[src/rtl/fight_pkg.sv]
// Shared definitions for the fighter-core vitality bookkeeping: player FSM
// state codes, the round FSM encoding and the stun-entry helper.
package fight_pkg;

  localparam int STATE_W = 4;

  localparam logic [STATE_W-1:0] S_HITSTUN   = 4'd9;
  localparam logic [STATE_W-1:0] S_BLOCKSTUN = 4'd10;

  typedef enum logic [0:0] {
    RS_ACTIVE = 1'b0,
    RS_OVER   = 1'b1
  } round_state_e;

  // True on the first cycle a player enters the given state.
  function automatic logic is_entry(input logic [STATE_W-1:0] cur,
                                    input logic [STATE_W-1:0] prev,
                                    input logic [STATE_W-1:0] target);
    return (cur == target) && (prev != target);
  endfunction

endpackage

[src/rtl/vitality_channel.sv]
// One player's health/guard channel: stun edge detect, saturating counters,
// hit/guard-break pulses, sticky KO and (VITALITY_BLOCK_REGEN_EN) guard regen.
module vitality_channel
  import fight_pkg::*;
#(
  parameter int HEALTH_MAX   = 3,
  parameter int BLOCK_MAX    = 3,
  parameter int HEALTH_W     = 3,
  parameter int BLOCK_W      = 3,
  parameter int REGEN_FRAMES = 60
) (
  input  logic               clk_i,
  input  logic               rst_i,
  input  logic               round_reset_i,
  input  logic               frame_tick_i,
  input  logic               freeze_i,
  input  logic [STATE_W-1:0] state_i,
  output logic [HEALTH_W-1:0] health_o,
  output logic [BLOCK_W-1:0]  block_o,
  output logic               hit_pulse_o,
  output logic               guard_break_o,
  output logic               ko_o,
  output logic               ko_next_o
);

  localparam logic [HEALTH_W-1:0] HEALTH_MAX_C = HEALTH_W'(HEALTH_MAX);
  localparam logic [BLOCK_W-1:0]  BLOCK_MAX_C  = BLOCK_W'(BLOCK_MAX);

  logic [STATE_W-1:0]  prev_q;
  logic [HEALTH_W-1:0] health_q, health_d;
  logic [BLOCK_W-1:0]  block_q, block_d;
  logic                hit_q, hit_d;
  logic                gb_q, gb_d;
  logic                ko_q, ko_d;
  logic                hit_edge_s, blk_edge_s;

`ifdef VITALITY_BLOCK_REGEN_EN
  localparam int RC_W = $clog2(REGEN_FRAMES) + 1;
  localparam logic [RC_W-1:0] REGEN_LAST_C = RC_W'(REGEN_FRAMES - 1);
  logic [RC_W-1:0] regen_q, regen_d;
`else
  logic unused_s;
  assign unused_s = frame_tick_i & (REGEN_FRAMES > 0);
`endif

  assign hit_edge_s = is_entry(state_i, prev_q, S_HITSTUN);
  assign blk_edge_s = is_entry(state_i, prev_q, S_BLOCKSTUN);

  // Next-state for health, guard, pulses, KO and regen counter.
  always_comb begin
    health_d = health_q;
    block_d  = block_q;
    hit_d    = 1'b0;
    gb_d     = 1'b0;
    ko_d     = ko_q;
`ifdef VITALITY_BLOCK_REGEN_EN
    regen_d  = regen_q;
`endif
    if (round_reset_i) begin
      health_d = HEALTH_MAX_C;
      block_d  = BLOCK_MAX_C;
      ko_d     = 1'b0;
`ifdef VITALITY_BLOCK_REGEN_EN
      regen_d  = '0;
`endif
    end else begin
      if (!freeze_i) begin
`ifdef VITALITY_BLOCK_REGEN_EN
        // Any blockstun or full guard parks the counter; a block edge implies blockstun.
        if (blk_edge_s || (state_i == S_BLOCKSTUN) || (block_q == BLOCK_MAX_C)) begin
          regen_d = '0;
        end else if (frame_tick_i) begin
          if (regen_q == REGEN_LAST_C) begin
            block_d = block_q + BLOCK_W'(1);
            regen_d = '0;
          end else begin
            regen_d = regen_q + RC_W'(1);
          end
        end else begin
          regen_d = regen_q;
        end
`endif
        if (hit_edge_s) begin
          if (health_q != '0) begin
            health_d = health_q - HEALTH_W'(1);
            hit_d    = 1'b1;
          end else begin
            health_d = health_q;
          end
        end else if (blk_edge_s) begin
          if (block_q != '0) begin
            block_d = block_q - BLOCK_W'(1);
          end else begin
            gb_d = 1'b1;
            if (health_q != '0) begin
              health_d = health_q - HEALTH_W'(1);
              hit_d    = 1'b1;
            end else begin
              health_d = health_q;
            end
          end
        end else begin
          health_d = health_q;
        end
      end else begin
        health_d = health_q;
      end
      if (health_d == '0) begin
        ko_d = 1'b1;
      end else begin
        ko_d = ko_q;
      end
    end
  end

  // Channel state registers; prev_q keeps sampling even during round_reset.
  always_ff @(posedge clk_i or posedge rst_i) begin
    if (rst_i) begin
      prev_q   <= '0;
      health_q <= HEALTH_MAX_C;
      block_q  <= BLOCK_MAX_C;
      hit_q    <= 1'b0;
      gb_q     <= 1'b0;
      ko_q     <= 1'b0;
`ifdef VITALITY_BLOCK_REGEN_EN
      regen_q  <= '0;
`endif
    end else begin
      prev_q   <= state_i;
      health_q <= health_d;
      block_q  <= block_d;
      hit_q    <= hit_d;
      gb_q     <= gb_d;
      ko_q     <= ko_d;
`ifdef VITALITY_BLOCK_REGEN_EN
      regen_q  <= regen_d;
`endif
    end
  end

  assign health_o      = health_q;
  assign block_o       = block_q;
  assign hit_pulse_o   = hit_q;
  assign guard_break_o = gb_q;
  assign ko_o          = ko_q;
  assign ko_next_o     = ko_d;

endmodule

[src/rtl/vitality_tracker.sv]
// N-player health/guard tracker with round-over/winner FSM.
// Optional guard regeneration is enabled by defining VITALITY_BLOCK_REGEN_EN.
module vitality_tracker
  import fight_pkg::*;
#(
  parameter int NUM_PLAYERS  = 2,
  parameter int HEALTH_MAX   = 3,
  parameter int BLOCK_MAX    = 3,
  parameter int HEALTH_W     = 3,
  parameter int BLOCK_W      = 3,
  parameter int REGEN_FRAMES = 60,
  parameter int ID_W         = 1
) (
  input  logic                          clk_i,
  input  logic                          rst_i,
  input  logic                          round_reset_i,
  input  logic                          frame_tick_i,
  input  logic [NUM_PLAYERS*STATE_W-1:0] player_state_i,
  output logic [NUM_PLAYERS*HEALTH_W-1:0] health_o,
  output logic [NUM_PLAYERS*BLOCK_W-1:0]  block_o,
  output logic [NUM_PLAYERS-1:0]        hit_pulse_o,
  output logic [NUM_PLAYERS-1:0]        guard_break_o,
  output logic [NUM_PLAYERS-1:0]        ko_o,
  output logic                          round_over_o,
  output logic                          winner_valid_o,
  output logic [ID_W-1:0]               winner_id_o,
  output logic                          draw_o
);

  localparam int CNT_W = $clog2(NUM_PLAYERS + 1);

  round_state_e          state_q, state_d;
  logic                  win_valid_q, win_valid_d;
  logic [ID_W-1:0]       win_id_q, win_id_d;
  logic                  draw_q, draw_d;
  logic                  freeze_s;
  logic [NUM_PLAYERS-1:0] ko_next_s;
  logic [CNT_W-1:0]      alive_cnt_s, alive_next_cnt_s;
  logic [ID_W-1:0]       alive_next_id_s;

  assign freeze_s = (state_q == RS_OVER);

  for (genvar g = 0; g < NUM_PLAYERS; g++) begin : g_ch
    vitality_channel #(
      .HEALTH_MAX  (HEALTH_MAX),
      .BLOCK_MAX   (BLOCK_MAX),
      .HEALTH_W    (HEALTH_W),
      .BLOCK_W     (BLOCK_W),
      .REGEN_FRAMES(REGEN_FRAMES)
    ) u_ch (
      .clk_i        (clk_i),
      .rst_i        (rst_i),
      .round_reset_i(round_reset_i),
      .frame_tick_i (frame_tick_i),
      .freeze_i     (freeze_s),
      .state_i      (player_state_i[STATE_W*g +: STATE_W]),
      .health_o     (health_o[HEALTH_W*g +: HEALTH_W]),
      .block_o      (block_o[BLOCK_W*g +: BLOCK_W]),
      .hit_pulse_o  (hit_pulse_o[g]),
      .guard_break_o(guard_break_o[g]),
      .ko_o         (ko_o[g]),
      .ko_next_o    (ko_next_s[g])
    );
  end

  // Survivor counts: registered KOs drive the FSM, next-cycle KOs drive the winner encoding.
  always_comb begin
    alive_cnt_s      = '0;
    alive_next_cnt_s = '0;
    alive_next_id_s  = '0;
    for (int i = 0; i < NUM_PLAYERS; i++) begin
      if (!ko_o[i]) begin
        alive_cnt_s = alive_cnt_s + CNT_W'(1);
      end else begin
        alive_cnt_s = alive_cnt_s;
      end
      if (!ko_next_s[i]) begin
        alive_next_cnt_s = alive_next_cnt_s + CNT_W'(1);
        alive_next_id_s  = ID_W'(i);
      end else begin
        alive_next_cnt_s = alive_next_cnt_s;
      end
    end
  end

  // Round FSM next state and winner/draw outputs for the coming cycle.
  always_comb begin
    state_d     = state_q;
    win_valid_d = 1'b0;
    win_id_d    = '0;
    draw_d      = 1'b0;
    if (round_reset_i) begin
      state_d = RS_ACTIVE;
    end else begin
      case (state_q)
        RS_ACTIVE: begin
          if (alive_cnt_s <= CNT_W'(1)) begin
            state_d = RS_OVER;
          end else begin
            state_d = RS_ACTIVE;
          end
        end
        RS_OVER: state_d = RS_OVER;
        default: state_d = RS_ACTIVE;
      endcase
    end
    if (state_d == RS_OVER) begin
      if (alive_next_cnt_s == CNT_W'(1)) begin
        win_valid_d = 1'b1;
        win_id_d    = alive_next_id_s;
      end else if (alive_next_cnt_s == CNT_W'(0)) begin
        draw_d = 1'b1;
      end else begin
        win_valid_d = 1'b0;
      end
    end else begin
      win_valid_d = 1'b0;
    end
  end

  // Round FSM and result registers.
  always_ff @(posedge clk_i or posedge rst_i) begin
    if (rst_i) begin
      state_q     <= RS_ACTIVE;
      win_valid_q <= 1'b0;
      win_id_q    <= '0;
      draw_q      <= 1'b0;
    end else begin
      state_q     <= state_d;
      win_valid_q <= win_valid_d;
      win_id_q    <= win_id_d;
      draw_q      <= draw_d;
    end
  end

  assign round_over_o   = (state_q == RS_OVER);
  assign winner_valid_o = win_valid_q;
  assign winner_id_o    = win_id_q;
  assign draw_o         = draw_q;

endmodule

[config.mk]
export PLATFORM = sky130hd
export DESIGN_NAME = vitality_tracker
export DESIGN_NICKNAME = d
export VERILOG_FILES = /design/src/rtl/fight_pkg.sv /design/src/rtl/vitality_channel.sv /design/src/rtl/vitality_tracker.sv
export SDC_FILE = /design/constraint.sdc
export NUM_CORES = 1
export LEC_CHECK = 0
export CORE_MARGIN = 2
export CORE_UTILIZATION = 50
export CTS_BUF_LIST = sky130_fd_sc_hd__clkbuf_16
export DETAILED_ROUTE_END_ITERATION = 8
export GPL_TIMING_DRIVEN = 0
export HOLD_SLACK_MARGIN = 0.1
export MAX_ROUTING_LAYER = met4
export PLACE_DENSITY = 0.79
export SETUP_SLACK_MARGIN = 0.02
export SYNTH_ARGS = -nofsm -noshare
export SYNTH_HDL_FRONTEND = slang
export SYNTH_HIERARCHICAL = 1
export SYNTH_SLANG_ARGS = --single-unit
[constraint.sdc]
create_clock -name clk_i -period 3.1 [get_ports clk_i]
set_input_delay 0.93 -clock clk_i [delete_from_list [all_inputs] [get_ports clk_i]]
set_output_delay 0.93 -clock clk_i [all_outputs]
set_load 0.01 [all_outputs]
### Word level (Yosys, flattened, before mapping)

Index checks and enable logic that the tools add are counted.

| operators by class | value |
|---|---|
| add/sub/neg operators | 6 |
| $lt $le $gt $ge | 1 |
| equality and inequality tests | 12 |
| muxes and demuxes | 65 |
| bitwise operators | 1 |
| reductions and logical operators | 17 |

Operators with widths:

| kind | count |
|---|---|
| 3-bit two-way mux | 24 |
| 1-bit two-way mux | 38 |
| 4-bit equality test, second input constant | 4 |
| 4-bit != test, second input constant | 4 |
| 3-bit nonzero test | 4 |
| 3-bit by 1-bit subtractor with 3-bit output, second input constant | 4 |
| 4-bit AND reduction | 2 |
| 2-bit nonzero test | 4 |
| 3-bit zero test | 2 |
| 2-bit != test, second input constant | 3 |
| 1-bit logical AND | 4 |
| 2-bit two-way mux | 2 |
| 1-bit by 1-bit adder with 2-bit output, second input constant | 1 |
| 2-bit by 1-bit adder with 2-bit output, second input constant | 1 |
| 2-bit by 1-bit equality test with 1-bit output, second input constant | 1 |
| 2-bit by 1-bit less-or-equal comparator with 1-bit output, second input constant | 1 |
| 2-bit zero test | 1 |
| 1-bit one-hot mux with 2 select lines | 1 |
| 1-bit NOT | 1 |

| word-level totals | value |
|---|---|
| flip-flop bits (word level) | 30 |
| input port bits | 12 |
| output and inout port bits | 22 |
| logic and storage cells | 118 |

### Logic depth before layout (Yosys ltp)

Gate-level depths: netlist of run 1.

| logic depth | value |
|---|---|
| depth after elaboration | 17 |
| depth in mapped cells | 11 |
| gate-level depth less buffers | 11 |

### Cells and area by module

Netlist of run 1, hierarchy kept.

By module, submodules not included:

| module | instances | cells an instance | area an instance (µm²) | sequential area each (µm²) |
|---|---|---|---|---|
| vitality_channel | 2 | 59 | 699.4 | 330.3 |
| vitality_tracker | 1 | 13 | 166.4 | 100.1 |

### Worst setup path before layout of run 1

No wires, ideal clock.

| timing | value |
|---|---|
| path kind | input -> register |
| start | in player_state_i[4] |
| end | reg win_valid_q (netlist: winner_valid_o) |
| library setup time | 86 ps |
| arrival | 2308 ps |
| data required time | 3014 ps |
| path slack | 706 ps |
| stages on the path | 8 |
| buffers on the path | 0 |
| cells stage by stage | nand2b_4 -> o32ai_4 -> nand3_2 -> xnor2_1 -> o21a_1 -> inv_1 -> ha_1 -> nor3_1 |

| on the way | value |
|---|---|
| cells in the longest elaborated chain, start to end | 13 |
| elaborated cells between the ends (all ways) | 15 |
| classes of those cells | 3 x eq/ne; 9 x mux; 3 x reduce/logical |

Ends and longest elaborated chain:

| what | RTL line | RTL |
|---|---|---|
| start: declaration | vitality_tracker.sv:18 | `input logic [NUM_PLAYERS*STATE_W-1:0] player_state_i,` |
| 4-bit equality test | fight_pkg.sv:19 | `return (cur == target) && (prev != target);` |
| 1-bit logical AND | fight_pkg.sv:19 |  |
| 3-bit two-way mux | vitality_channel.sv:90 | `end else if (blk_edge_s) begin` |
| 3-bit two-way mux * | vitality_channel.sv:83 | `if (hit_edge_s) begin` |
| 3-bit two-way mux * | vitality_channel.sv:67 | `if (!freeze_i) begin` |
| 3-bit two-way mux * | vitality_channel.sv:59 | `if (round_reset_i) begin` |
| 3-bit zero test * | vitality_channel.sv:108 | `if (health_d == '0) begin` |
| 1-bit two-way mux * | vitality_channel.sv:108 |  |
| 1-bit two-way mux * | vitality_channel.sv:59 |  |
| named net ko_next_s[1] | vitality_tracker.sv:37 | `logic [NUM_PLAYERS-1:0] ko_next_s;` |
| 2-bit two-way mux * | vitality_tracker.sv:77 | `if (!ko_next_s[i]) begin` |
| 2-bit by 1-bit equality test with 1-bit output * | vitality_tracker.sv:108 | `if (alive_next_cnt_s == CNT_W'(1)) begin` |
| 1-bit two-way mux * | vitality_tracker.sv:108 |  |
| 1-bit two-way mux * | vitality_tracker.sv:107 | `if (state_d == RS_OVER) begin` |
| named net win_valid_d | vitality_tracker.sv:33 | `logic win_valid_q, win_valid_d;` |
| end signal: assignment | vitality_tracker.sv:130 | `win_valid_q <= win_valid_d;` |
| end: declaration | vitality_tracker.sv:33 |  |

The timed path passes the listed nets; every way through them passes the cells marked *. The select of a mux whose other input is x is not followed.
A chain may end at the register's enable or synchronous reset.

### Worst setup path in the final report of run 1

| timing | value |
|---|---|
| start | in player_state_i[5] |
| end | reg win_valid_q (netlist: winner_valid_o) |

Same word-level chain as after synthesis.

==> results of run 1 <==
## final timing paths
check | start | to | slack, ns | cells past startpoint
worst min-delay path | g_ch[0].u_ch/block_o[0] | g_ch[0].u_ch/block_o[0] | 0.58 | 2
worst max-delay path | player_state_i[5] | winner_valid_o | 0.26 | 9
worst min register to register | g_ch[0].u_ch/block_o[0] | g_ch[0].u_ch/block_o[0] | 0.58 | 2
min in group asynchronous | rst_i | round_over_o | 0.90 | 2
worst max register to register | g_ch[1].u_ch/block_o[0] | winner_valid_o | 0.65 | 11
max in group asynchronous | rst_i | g_ch[1].u_ch/health_o[0] | 1.70 | 2
## area by class of cell
class                      count  share of cell area [%]
tap                           33                   2.000
sequential                    30                   36.85
multi-input combinational     83                   35.70
buffer                         2                  0.3636
timing repair buffer          32                   15.52
inverter                      16                   2.909
clock buffer                   5                   6.061
clock inverter                 3                  0.6061
## logic make-up after synthesis
logic type,count (synthesis)
compound gates,16
xor+xnor,4
fa+ha+maj,10
buf+inv,18
flops,30
mux,4
simple gates,49
## critical path: stages
cell and delay, ns:
clkdlybuf4s50_1 0.54, nand2b_4 0.09, o32ai_4 0.34, nand3_2 0.17, xnor2_1 0.27, o21a_1 0.19, inv_1 0.06, ha_1 0.26
nor3_1 0.17
## Yosys cell counts, types with 3 or more instances
| library cell | n |
|---|---|
| dfstp_2 | 8 |
| xnor2_1 | 4 |
| ha_1 | 10 |
| nor3_1 | 3 |
| nor3b_1 | 4 |
| a211o_1 | 4 |
| dfrtp_1 | 22 |
| nor2_1 | 13 |
| inv_1 | 16 |
| nand2b_1 | 10 |
## metal layers
metal | global-route usage, % | part of all wire, %
met5 | - | 0
met4 | 7.937 | 1.5
met3 | 7.359 | 4.8
met2 | 37.27 | 55
met1 | 22.54 | 39
## flip-flops by register name (all words and copies together), names as in the netlist
| register | flops |
|---|---|
| draw_o | 1 |
| g_ch.u_ch/block_o | 6 |
| g_ch.u_ch/guard_break_o | 2 |
| g_ch.u_ch/health_o | 6 |
| g_ch.u_ch/hit_pulse_o | 2 |
| g_ch.u_ch/ko_o | 2 |
| g_ch.u_ch/prev_q | 8 |
| round_over_o | 1 |
| winner_id_o | 1 |
| winner_valid_o | 1 |
## power by group
group          total (µW)  internal, µW  switching [µW]  leakage (µW)
clock                 442           288             153     0.0000724
combinational        84.8          41.8            43.0      0.000479
sequential            412           405            6.69      0.000372
## stage by stage
stage / worst slack, ns / cells / area (µm²)
CTS: 0.2736 / 204 / 2064
global route: 0.1345 / 204 / 2064
global placement: 0.08822 / 196 / 1927
finish: 0.2613 / 204 / 2064
detailed placement: 0.02979 / 196 / 1927
floorplan: 0.7065 / 131 / 1565
==> impl_metrics.toml, run 1 <==
[yosys]
synthMuxAreaShare_pct = 2.718
yosysTopAreaCellShare_pct = 35.17
synthTopCellsByArea = "dfrtp_1 35%, dfstp_2 13%, ha_1 8.0%, nand2b_1 4.0%, inv_1 3.8%"
synthSimpleGateAreaFrac_pct = 23.42
synth_seq_area_share_pct = 48.60
synth_top_family_by_area = "simple AND/OR/NAND/NOR gates"
synth.avg_cell_area_um2 = 11.95
async_flop_share_pct = 100.0
yosysWarnings = 6
synth_fp_nets = 153
synthXorXnorAreaFrac_pct = 2.238
yosys_most_used_dff = "dfrtp_1"
yosysUniqueCellTypes = 29
synth_seq_cells = 30
syn_area_mm2 = 0.001565
synth-edff-count = 0
yosysTopAreaCell = "dfrtp_1"
synth_cells = 131
synth_compound_area_share_pct = 10.71
synth-adder-area-share_pct = 7.994

[min_path]
hp-class = "reg -> reg"

[global_routing]
grt_pass1_vias = 1260
grt_use_total_pct = 21.55
antenna_found_initial = 0
grt_overflow_total = 0
grt_pass1_wl_mm = 5.457
grt_max_degree = 14

[power]
powerDensity_mw_per_mm2 = 454.5
leakagePower_uw = 0.0009242
power_uw = 938.2
ir_worst_vdd_uv = 321.3

[clock_tree]
postCtsSetupRepairBufs = 0
cts_resized = 0
cts_sinks = 30
cts_root_buffer = "clkbuf_16"
cts_buffers = 5
h-tree-depth = 2
cts_hold_buf = 0
path_clk_slew_ns = 0.05
clk_path_buf_depth = 2
insertion_delay_ns = 0.27
cts_tree = "yes"

[finish]
multi_input_area_um2 = 737.0
mostFrequentLayoutCells = "32 x clkdlybuf4s50_1, 22 x dfrtp_1, 17 x inv_1"
fin_nets = 192
regArea_um2 = 760.7
final_util_pct = 68.75
drive_gt1_share_pct = 19.30
syn_to_final_growth_pct = 31.89
fillCellCount = 233
antenna_cells = 0
mostFrequentLayoutCell = "clkdlybuf4s50_1"

[worst_setup_path]
cp_max_fo = 4
cp.required_ns = 3.29
endpoint_kind = "flop"
arrival_ns = 3.02
worstSetupPathType = "in -> reg"
worstSetupStartpointType = "input port"

[route]
firstDrtPassIters = 4
via_per_inst = 5.505
vias = 1123
drt_iter0_markers = 62
drt_drc_violations_left = 0
routed_wl_mm = 3.145
drt-wirelength-per-cell_um = 15.42
antenna_left = 0

[placed_design]
place_congestion = 0.8426
port_buffers = 32
hpwl_mm = 2.314

[die]
io_pins = 34
die-height_um = 59.95
rows = 20
fp.dieW_um = 59.95
die_area_mm2 = 0.003594
start_util_pct = 52.12
core_region_area_mm2 = 0.003003

[run_status]
outcome = "completed"

[sta]
fin_setup_tns_ns = 0
hold_violations = 0
max-slew-margin-rel_pct = 66.76
grt_setup_unrepaired = "no"
period_share_pct = 91.57
fin_worst_skew_ns = 0.001073
worst_slew_pin_slew_ns = 0.4980
min_period_ns = 2.839
worst_hold_slack_ns = 0.5843
finalSetupViolations = 0
drv_slew = 0
fmax_mhz = 352.3

[job]
drv_cap = 0
No activity file was read; power rests on OpenSTA's default activity.
==> inputs of run 2 (changes only) <==
Settings changed: PLACE_DENSITY 0.79 to 0.9.
==> run 2 against run 1 <==
Count of clock-buffer cells in the layout stayed put. First-iteration DRC count is 71% lower. Maximum frequency is 1.6% lower. Sequential share of layout area is 0.067 points lower. Register-to-register slack worse by 0.07 ns. Critical endpoint unchanged. Highest routed layer unchanged.
==> impl_metrics.toml, run 2 (synthesized netlist as in run 1, its figures left out) <==
[worst_setup_path]
endpoint_kind = "flop"
worstSetupPathType = "in -> reg"
cp_max_fo = 4
max_stage_delay_ns = 0.55
cp_top_family = "buffers and inverters"
crit_slowest_cell = "clkdlybuf4s50_1"
cp.required_ns = 3.28
crit_buf_inv = 2
arrival_ns = 3.06
cp_cell_sequence = "clkdlybuf4s50_1 -> nand2b_4 -> o32ai_4 -> nand3_2 -> xnor2_1 -> o21a_1 -> inv_1 -> ha_1 -> nor3_1"
worstSetupStartpointType = "input port"

[placed_design]
place_congestion = 0.8039
hpwl_mm = 2.316
port_buffers = 32
postPlaceCellArea_mm2 = 0.001927

[finish]
antenna_cells = 0
mostFrequentLayoutCells = "32 x clkdlybuf4s50_1, 22 x dfrtp_1, 19 x inv_1"
design_area_mm2 = 0.002068
multi_input_area_um2 = 742.0
largest_reg_flops = 8
regArea_um2 = 760.7
top_register = "g_ch.u_ch/prev_q"
mostFrequentLayoutCell = "clkdlybuf4s50_1"
fillCellCount = 217
fin_nets = 192
syn_to_final_growth_pct = 32.13
drive_gt1_share_pct = 19.30
final_util_pct = 68.88

[global_routing]
grt_max_degree = 14
met3_usage_pct = 6.061
grt_pass1_wl_mm = 5.126
use_met1_pct = 24.34
antenna_found_initial = 0
grt_overflow_total = 0
grt_pass1_vias = 1100
grt_use_total_pct = 21.17
grtUsageMet2_pct = 31.52
top_usage_layer = "met2"

[power]
leakagePower_uw = 0.0009319
switching_share_pct = 22.17
switching_power_uw = 209.0
intPower_uw = 733.8
powerDensity_mw_per_mm2 = 455.8
power_frac_seq_pct = 43.6
ir_worst_vdd_uv = 388.3
power_uw = 942.8
clockPowerShare_pct = 47.4
p_comb_share_pct = 9.0

[sta]
fmax_mhz = 346.7
max-slew-margin-rel_pct = 65.57
period_share_pct = 93.04
grt_setup_unrepaired = "no"
fin_worst_skew_ns = 0.009629
worst_slew_pin_slew_ns = 0.5159
drv_slew = 0
worst_hold_slack_ns = 0.5753
finalSetupViolations = 0
min_period_ns = 2.884
fin_setup_tns_ns = 0
hold_violations = 0

[die]
start_util_pct = 52.12
core_region_area_mm2 = 0.003003
die-height_um = 59.95
fp.dieW_um = 59.95
io_pins = 34
die_area_mm2 = 0.003594
rows = 20

[clock_tree]
postCtsSetupRepairBufs = 0
clk_path_buf_depth = 2
cts_root_buffer = "clkbuf_16"
cts_sinks = 30
h-tree-depth = 2
path_clk_slew_ns = 0.05
cts_buffers = 5
insertion_delay_ns = 0.28
cts_hold_buf = 0
cts_resized = 0
cts_tree = "yes"

[route]
firstDrtPassIters = 4
antenna_left = 0
drt_drc_violations_left = 0
routed_wl_mm = 3.095
drt_iter0_markers = 18
via_per_inst = 5.505
drt-wirelength-per-cell_um = 15.17
vias = 1123

[job]
drv_cap = 0

[run_status]
outcome = "completed"

[min_path]
hp-class = "reg -> reg"
[run 2: changes by cell type in the layout (fill, tap and decap cells not counted), sizes merged]
| cell | delta |
|---|---|
| inv | +2 |
| clkinv | -2 |
[run 2: cell type report]
cell class,instances,share of cell area (%)
flip-flops and latches,30,36.78
multi-input cells,83,35.87
repair buffers,32,15.49
clock buffers,5,6.050
inverters,16,2.904
well taps,33,1.996
clock inverters,3,0.5445
plain buffers,2,0.3630
[run 2: per-layer routing]
metal  vias up  part of all wire [%]
met4         0                   3.6
met3        12                   4.1
met2        25                    52
met5         -                     0
met1       557                    40
li1        529                     -
[run 2: through the flow]
stage | worst slack (ns) | instances
floorplan | 0.7065 | 131
global placement | 0.04714 | 196
detailed placement | -0.08781 | 196
CTS | 0.1915 | 204
global route | 0.02607 | 204
finish | 0.2157 | 204
[run 2: power groups by stage]
| stage | Combinational [µW] | Sequential [µW] | Clock, µW |
|---|---|---|---|
| 4_1_cts | 85.9 | 411 | 457 |
| 6_report | 84.7 | 411 | 447 |
| 5_1_grt | 92.8 | 412 | 480 |
| 3_5_place_dp | 85.0 | 417 | 0 |
| 2_1_floorplan | 47.4 | 418 | 0 |
| 3_3_place_gp | 81.8 | 416 | 0 |
[run 2: path summary, 6_finish.rpt]
kind | startpoint | endpoint | slack (ns) | cells after the start
max in group asynchronous | rst_i | g_ch[1].u_ch/health_o[1] | 1.68 | 2
worst max-delay path | player_state_i[5] | winner_valid_o | 0.22 | 9
worst min-delay path | g_ch[0].u_ch/block_o[0] | g_ch[0].u_ch/block_o[0] | 0.58 | 2
min in group asynchronous | rst_i | winner_id_o | 0.91 | 2
worst min register to register | g_ch[0].u_ch/block_o[0] | g_ch[0].u_ch/block_o[0] | 0.58 | 2
worst max register to register | g_ch[1].u_ch/block_o[0] | winner_valid_o | 0.58 | 11
[run 2: worst reg2reg max path, stage by stage, from the launching register on]
cell     delay (ns)
dfstp_2        0.55
inv_1          0.05
ha_1           0.19
ha_1           0.23
inv_1          0.13
o32ai_4        0.13
a211o_1        0.27
a21oi_1        0.12
o21a_1         0.20
inv_1          0.06
ha_1           0.27
nor3_1         0.21
